## src/rtl/tc_timer_pkg.sv

```systemverilog
// Shared constants for the tc_timer peripheral: register offsets,
// CTRL field positions, mode encodings and FSM state encodings.
package tc_timer_pkg;

  // Word offsets decoded from addr[3:2]
  localparam logic [1:0] TC_CTRL   = 2'd0;
  localparam logic [1:0] TC_PRESET = 2'd1;
  localparam logic [1:0] TC_COUNT  = 2'd2;
  localparam logic [1:0] TC_RSVD   = 2'd3;

  // CTRL bit positions
  localparam int CTRL_EN      = 0;
  localparam int CTRL_MODE_LO = 1;
  localparam int CTRL_MODE_HI = 2;
  localparam int CTRL_IM      = 3;

  // MODE field encodings; 2 and 3 fall back to one-shot behaviour
  localparam logic [1:0] TC_MODE_ONESHOT = 2'd0;
  localparam logic [1:0] TC_MODE_RELOAD  = 2'd1;

  typedef enum logic [1:0] {
    ST_IDLE = 2'd0,
    ST_LOAD = 2'd1,
    ST_CNT  = 2'd2,
    ST_INT  = 2'd3
  } tc_state_e;

  // Assemble the CTRL read value from its stored fields
  function automatic logic [31:0] ctrl_word(input logic en, input logic [1:0] mode,
                                            input logic im);
    ctrl_word = {28'd0, im, mode, en};
  endfunction

endpackage

```

## src/rtl/tc_timer.sv

```systemverilog
// tc_timer: bus-programmable 32-bit down-counting timer with interrupt.
// Optional build macro TC_MODE1_EN enables the auto-reload mode; without it
// the MODE field is not stored, reads as 0, and every expiry is one-shot.
module tc_timer
  import tc_timer_pkg::*;
(
  input  logic        clk,
  input  logic        reset,
  input  logic [31:0] addr,
  input  logic        we,
  input  logic [31:0] wdata,
  output logic [31:0] rdata,
  output logic        irq
);

  tc_state_e   state_q, state_d;
  logic        ctrl_en_q, ctrl_im_q;
  logic [1:0]  ctrl_mode_q;
  logic [31:0] preset_q;
  logic [31:0] count_q, count_d;
  logic        irq_pending_q, irq_pending_d;
  logic        en_clear;
  logic        auto_reload;
  logic        wr_ctrl, wr_preset;
  logic        unused_bits;

  assign wr_ctrl   = we && (addr[3:2] == TC_CTRL);
  assign wr_preset = we && (addr[3:2] == TC_PRESET);

`ifdef TC_MODE1_EN
  // MODE field storage; only value 1 selects auto-reload
  always_ff @(posedge clk or negedge reset) begin
    if (!reset) begin
      ctrl_mode_q <= TC_MODE_ONESHOT;
    end else if (wr_ctrl) begin
      ctrl_mode_q <= wdata[CTRL_MODE_HI:CTRL_MODE_LO];
    end
  end
  assign auto_reload = (ctrl_mode_q == TC_MODE_RELOAD);
  assign unused_bits = ^{addr[31:4], addr[1:0], wdata[31:4]};
`else
  assign ctrl_mode_q = TC_MODE_ONESHOT;
  assign auto_reload = 1'b0;
  assign unused_bits = ^{addr[31:4], addr[1:0], wdata[31:4],
                         wdata[CTRL_MODE_HI:CTRL_MODE_LO]};
`endif

  // CTRL EN/IM storage; a bus write outranks the FSM clearing EN
  always_ff @(posedge clk or negedge reset) begin
    if (!reset) begin
      ctrl_en_q <= 1'b0;
      ctrl_im_q <= 1'b0;
    end else if (wr_ctrl) begin
      // NOTE: non-blocking assignments keep every flop sampling pre-edge values.
      ctrl_en_q <= wdata[CTRL_EN];
      ctrl_im_q <= wdata[CTRL_IM];
    end else if (en_clear) begin
      ctrl_en_q <= 1'b0;
    end
  end

  // PRESET storage; only consumed by the next LOAD
  always_ff @(posedge clk or negedge reset) begin
    if (!reset) begin
      preset_q <= 32'd0;
    end else if (wr_preset) begin
      preset_q <= wdata;
    end
  end

  // Next-state, next-count and pending-flag logic
  always_comb begin
    // NOTE: assigning every output a default first prevents latch inference.
    state_d       = state_q;
    count_d       = count_q;
    irq_pending_d = irq_pending_q;
    en_clear      = 1'b0;
    case (state_q)
      ST_IDLE: begin
        if (ctrl_en_q) state_d = ST_LOAD;
      end
      ST_LOAD: begin
        count_d = preset_q;
        state_d = ST_CNT;
      end
      ST_CNT: begin
        if (!ctrl_en_q) begin
          state_d = ST_IDLE;
        end else if (count_q > 32'd1) begin
          count_d = count_q - 32'd1;
        end else begin
          // COUNT of 0 or 1 both expire here, so PRESET=0 times like PRESET=1
          count_d       = 32'd0;
          irq_pending_d = 1'b1;
          state_d       = ST_INT;
        end
      end
      ST_INT: begin
        state_d = ST_IDLE;
        if (auto_reload) irq_pending_d = 1'b0;
        else             en_clear      = 1'b1;
      end
      default: state_d = ST_IDLE;
    endcase
    // Software acknowledges by writing CTRL or PRESET
    if (wr_ctrl || wr_preset) irq_pending_d = 1'b0;
  end

  // FSM, COUNT and pending-flag registers
  always_ff @(posedge clk or negedge reset) begin
    if (!reset) begin
      state_q       <= ST_IDLE;
      count_q       <= 32'd0;
      irq_pending_q <= 1'b0;
    end else begin
      state_q       <= state_d;
      count_q       <= count_d;
      irq_pending_q <= irq_pending_d;
    end
  end

  // Zero-latency register read; reserved offset returns 0
  always_comb begin
    rdata = 32'd0;
    case (addr[3:2])
      TC_CTRL:   rdata = ctrl_word(ctrl_en_q, ctrl_mode_q, ctrl_im_q);
      TC_PRESET: rdata = preset_q;
      TC_COUNT:  rdata = count_q;
      default:   rdata = 32'd0;
    endcase
  end

  assign irq = irq_pending_q & ctrl_im_q;

endmodule

```

## config.mk

```make
export PLATFORM = sky130hd
export DESIGN_NAME = tc_timer
export DESIGN_NICKNAME = d
export VERILOG_FILES = /design/src/rtl/tc_timer_pkg.sv /design/src/rtl/tc_timer.sv
export SDC_FILE = /design/constraint.sdc
export NUM_CORES = 1
export LEC_CHECK = 0
export CORE_MARGIN = 5
export CORE_UTILIZATION = 28
export DETAILED_ROUTE_END_ITERATION = 10
export REMOVE_ABC_BUFFERS = 1
export SLEW_MARGIN = 40
export SYNTH_ARGS = -nofsm -noshare
export SYNTH_HDL_FRONTEND = slang
export SYNTH_SLANG_ARGS = --single-unit
```

## constraint.sdc

```tcl
create_clock -name clk -period 3.1 [get_ports clk]
set_input_delay 0.31 -clock clk [delete_from_list [all_inputs] [get_ports clk]]
set_output_delay 0.31 -clock clk [all_outputs]
set_load 0.01 [all_outputs]
```

==> impl_metrics.yaml <==
run_status:
  status: "finished clean"
power_and_ir_drop:
  switching_share: 0.3854
  intPower_mw: 2.533
  power_frac_seq: 0.397
  net-switching-power_mw: 1.588
  power_leakage_nw: 1.956
  power_frac_clock: 0.226
  vdd_drop_max_v: 0.0003217
  combPwrFrac: 0.376
  p_per_area_mw_per_mm2: 809.0
timing:
  worst_slew_pin_slew_ns: 0.7564
  setup_violations: 0
  hold_violations: 0
  rsz0062_at_grt: "no"
  fin_crit_ns: 2.523
  timing.final.crit_share: 0.8138
  final_max_slew_viol_count: 0
  clock.fmax_mhz: 396.4
  layout_setup_ws_ns: 0.5773
  slew_headroom: 0.4942
  tns_ns: 0
  skew_ns: 0.008975
synthesis:
  synth_top_area_frac: 0.4403
  synth-simple-area-share: 0.1946
  synth_largest_area_cell: "dfrtp_1"
  synthTopCellsByCount: "dfrtp_1, mux2_2, a22o_1"
  synthDistinctLibCells: 57
  synth_area_leaders: "dfrtp_1, mux2_2, a22o_1"
  synth_seq_area_share: 0.4403
  synth.most_common_cell: "dfrtp_1"
  synth_edf_count: 0
  yosys.area_share.adder: 0.006382
  avgSynthCellArea_um2: 10.35
  syn-instance-count: 379
  synth_async_sr_flop_share: 1.000
  ys.flop_type: "dfrtp_1"
  ys_warn_count: 0
  synth_mux_area_frac: 0.1075
  ys_seq_elements: 69
  synth_top_family_by_area: "compound AO/OA/AOI/OAI gates"
  syn-cell-area_mm2: 0.003921
  synth-xor-area-share: 0
  synth-compound-area-share: 0.2147
drt:
  drt_first_iter_violations: 169
  vias_per_cell: 5.525
  num_vias: 3470
  totalWireLength_mm: 11.71
  final_antenna_net_count: 0
  first_pass_iters: 5
  avgRoutedWirePerCell_um: 18.65
  drc: 0
layout:
  final_cells: 628
  layout-drive-gt1-share: 0.1674
  fin_nets: 513
  fillers: 1362
  antenna_cells: 0
  area_growth_syn_to_layout_pct: 29.90
  final_util: 0.3684
clock_tree:
  clock_latency_ns: 0.34
  clk_pin_slew_ns: 0.06
  cts.sinks: 69
  h-tree-depth: 3
  cts_setup_buffers: 0
  cts_buffer_depth: 2
  cts_hold_buf: 0
  cts-root-buf: "clkbuf_16"
  numCtsBuffers: 9
  post_cts_resized: 0
  cts_tree: "built"
critical_path:
  critPathMaxFanout: 11
  end_kind: "flop"
  crit_type: "reg -> reg"
  worstPathCellList: "or3_1 -> nor3_2 -> and4_1 -> o31ai_1 -> a221o_1"
  critPathBufInv: 0
  arrival_ns: 2.75
  cpLargestDelayFamily: "simple AND/OR/NAND/NOR gates"
  critical_path.max_stage_delay_ns: 0.57
  start_kind: "flop"
  crit_path_top_delay_cell: "and4_1"
  crit_required_ns: 3.33
placed_design:
  globalplace.congestion: 0.8647
  placed_cells: 612
  port_buffers: 69
  dp_hpwl_mm: 8.024
  pre_cts_slack_ns: 0.5818
die:
  core-area_mm2: 0.01383
  io_pins: 100
  initial_core_util: 0.2836
  die_area_mm2: 0.01647
  rows: 43
  die_h_um: 128.3
  dieWidth_um: 128.3
global_route:
  overflow: 0
  grt_max_degree: 39
  antenna_found_initial: 0
  grt_pass1_vias: 3568
  track_usage: 0.1445
  grt_pass1_wl_mm: 18.87
worst_hold_path:
  hold_path.class: "in -> async"
run:
  drv_cap: 0
cell type report:
cell class	instances	area [µm²]	share of cell area
clock buffer	13	250.2	0.04913
inverter	5	18.77	0.003685
timing repair buffer	82	800.8	0.1572
multi-input combinational	277	2062	0.4048
tap	180	225.2	0.04422
sequential	69	1727	0.3390
clock inverter	2	10.01	0.001965
logic make-up (layout without fill, tap and decap cells):
kind of cell,after synthesis,in the layout
simple gates,126,126
compound gates,111,111
flops,69,69
mux,38,38
buf+inv,33,102
fa+ha+maj,2,2
registers in the layout, indices dropped and copies added, names as in the netlist:
| signal | count |
|---|---|
| preset_q | 32 |
| irq_pending_q | 1 |
| ctrl_im_q | 1 |
| state_q | 2 |
| ctrl_en_q | 1 |
| count_q | 32 |
placed cells by master (no fill, tap or decap), types with 5 or more instances in the layout:
cell	instances
inv_1	5
nor3_1	5
nand2_1	23
clkdlybuf4s50_1	68
dfrtp_1	69
o211ai_1	11
clkbuf_16	9
mux2i_1	5
nand3_1	13
a31oi_1	6
mux2_2	33
a21oi_1	11
a22o_1	32
nor4_1	12
o21ai_0	15
nor2_1	11
or4_1	8
a22oi_1	8
buf_4	12
nand4_1	8
or3_1	9
metrics by stage:
| step | hold WS [ns] | instance area, µm² | power, mW |
|---|---|---|---|
| floorplan | 0.01441 | 3797 | 2.527 |
| global placement | 0.4293 | 4818 | 3.128 |
| detailed placement | 0.4386 | 4821 | 3.186 |
| CTS | 0.07424 | 5081 | 4.138 |
| global route | 0.5124 | 5094 | 4.377 |
| finish | 0.4575 | 5094 | 4.121 |
path summary, 6_finish.rpt:
| check | start | to | slack [ns] | depth (start not counted) |
|---|---|---|---|---|
| min in group clk | preset_q[16] | count_q[16] | 0.51 | 2 |
| max in group asynchronous | reset | preset_q[4] | 2.09 | 3 |
| worst max-delay path | count_q[13] | count_q[13] | 0.58 | 5 |
| worst min register to register | preset_q[16] | count_q[16] | 0.51 | 2 |
| worst max register to register | count_q[13] | count_q[13] | 0.58 | 5 |
| worst min-delay path | reset | count_q[13] | 0.46 | 2 |
routing by layer:
metal,vias to the layer above,GRT usage,wire length (µm)
met3,20,0.03861,645
met2,113,0.2323,5481
li1,1624,-,-
met1,1713,0.1891,5365
met4,0,0.04806,220
met5,-,0,0
power by group through the flow:
| stage | registers [mW] | clock network (mW) | logic, mW |
|---|---|---|---|
| 2_1_floorplan | 1.51 | 0 | 1.02 |
| 5_1_grt | 1.68 | 0.984 | 1.71 |
| 4_1_cts | 1.62 | 0.954 | 1.56 |
| 3_3_place_gp | 1.61 | 0 | 1.52 |
| 6_report | 1.64 | 0.933 | 1.55 |
| 3_5_place_dp | 1.64 | 0 | 1.55 |
Power figures use the tool's default switching activity.
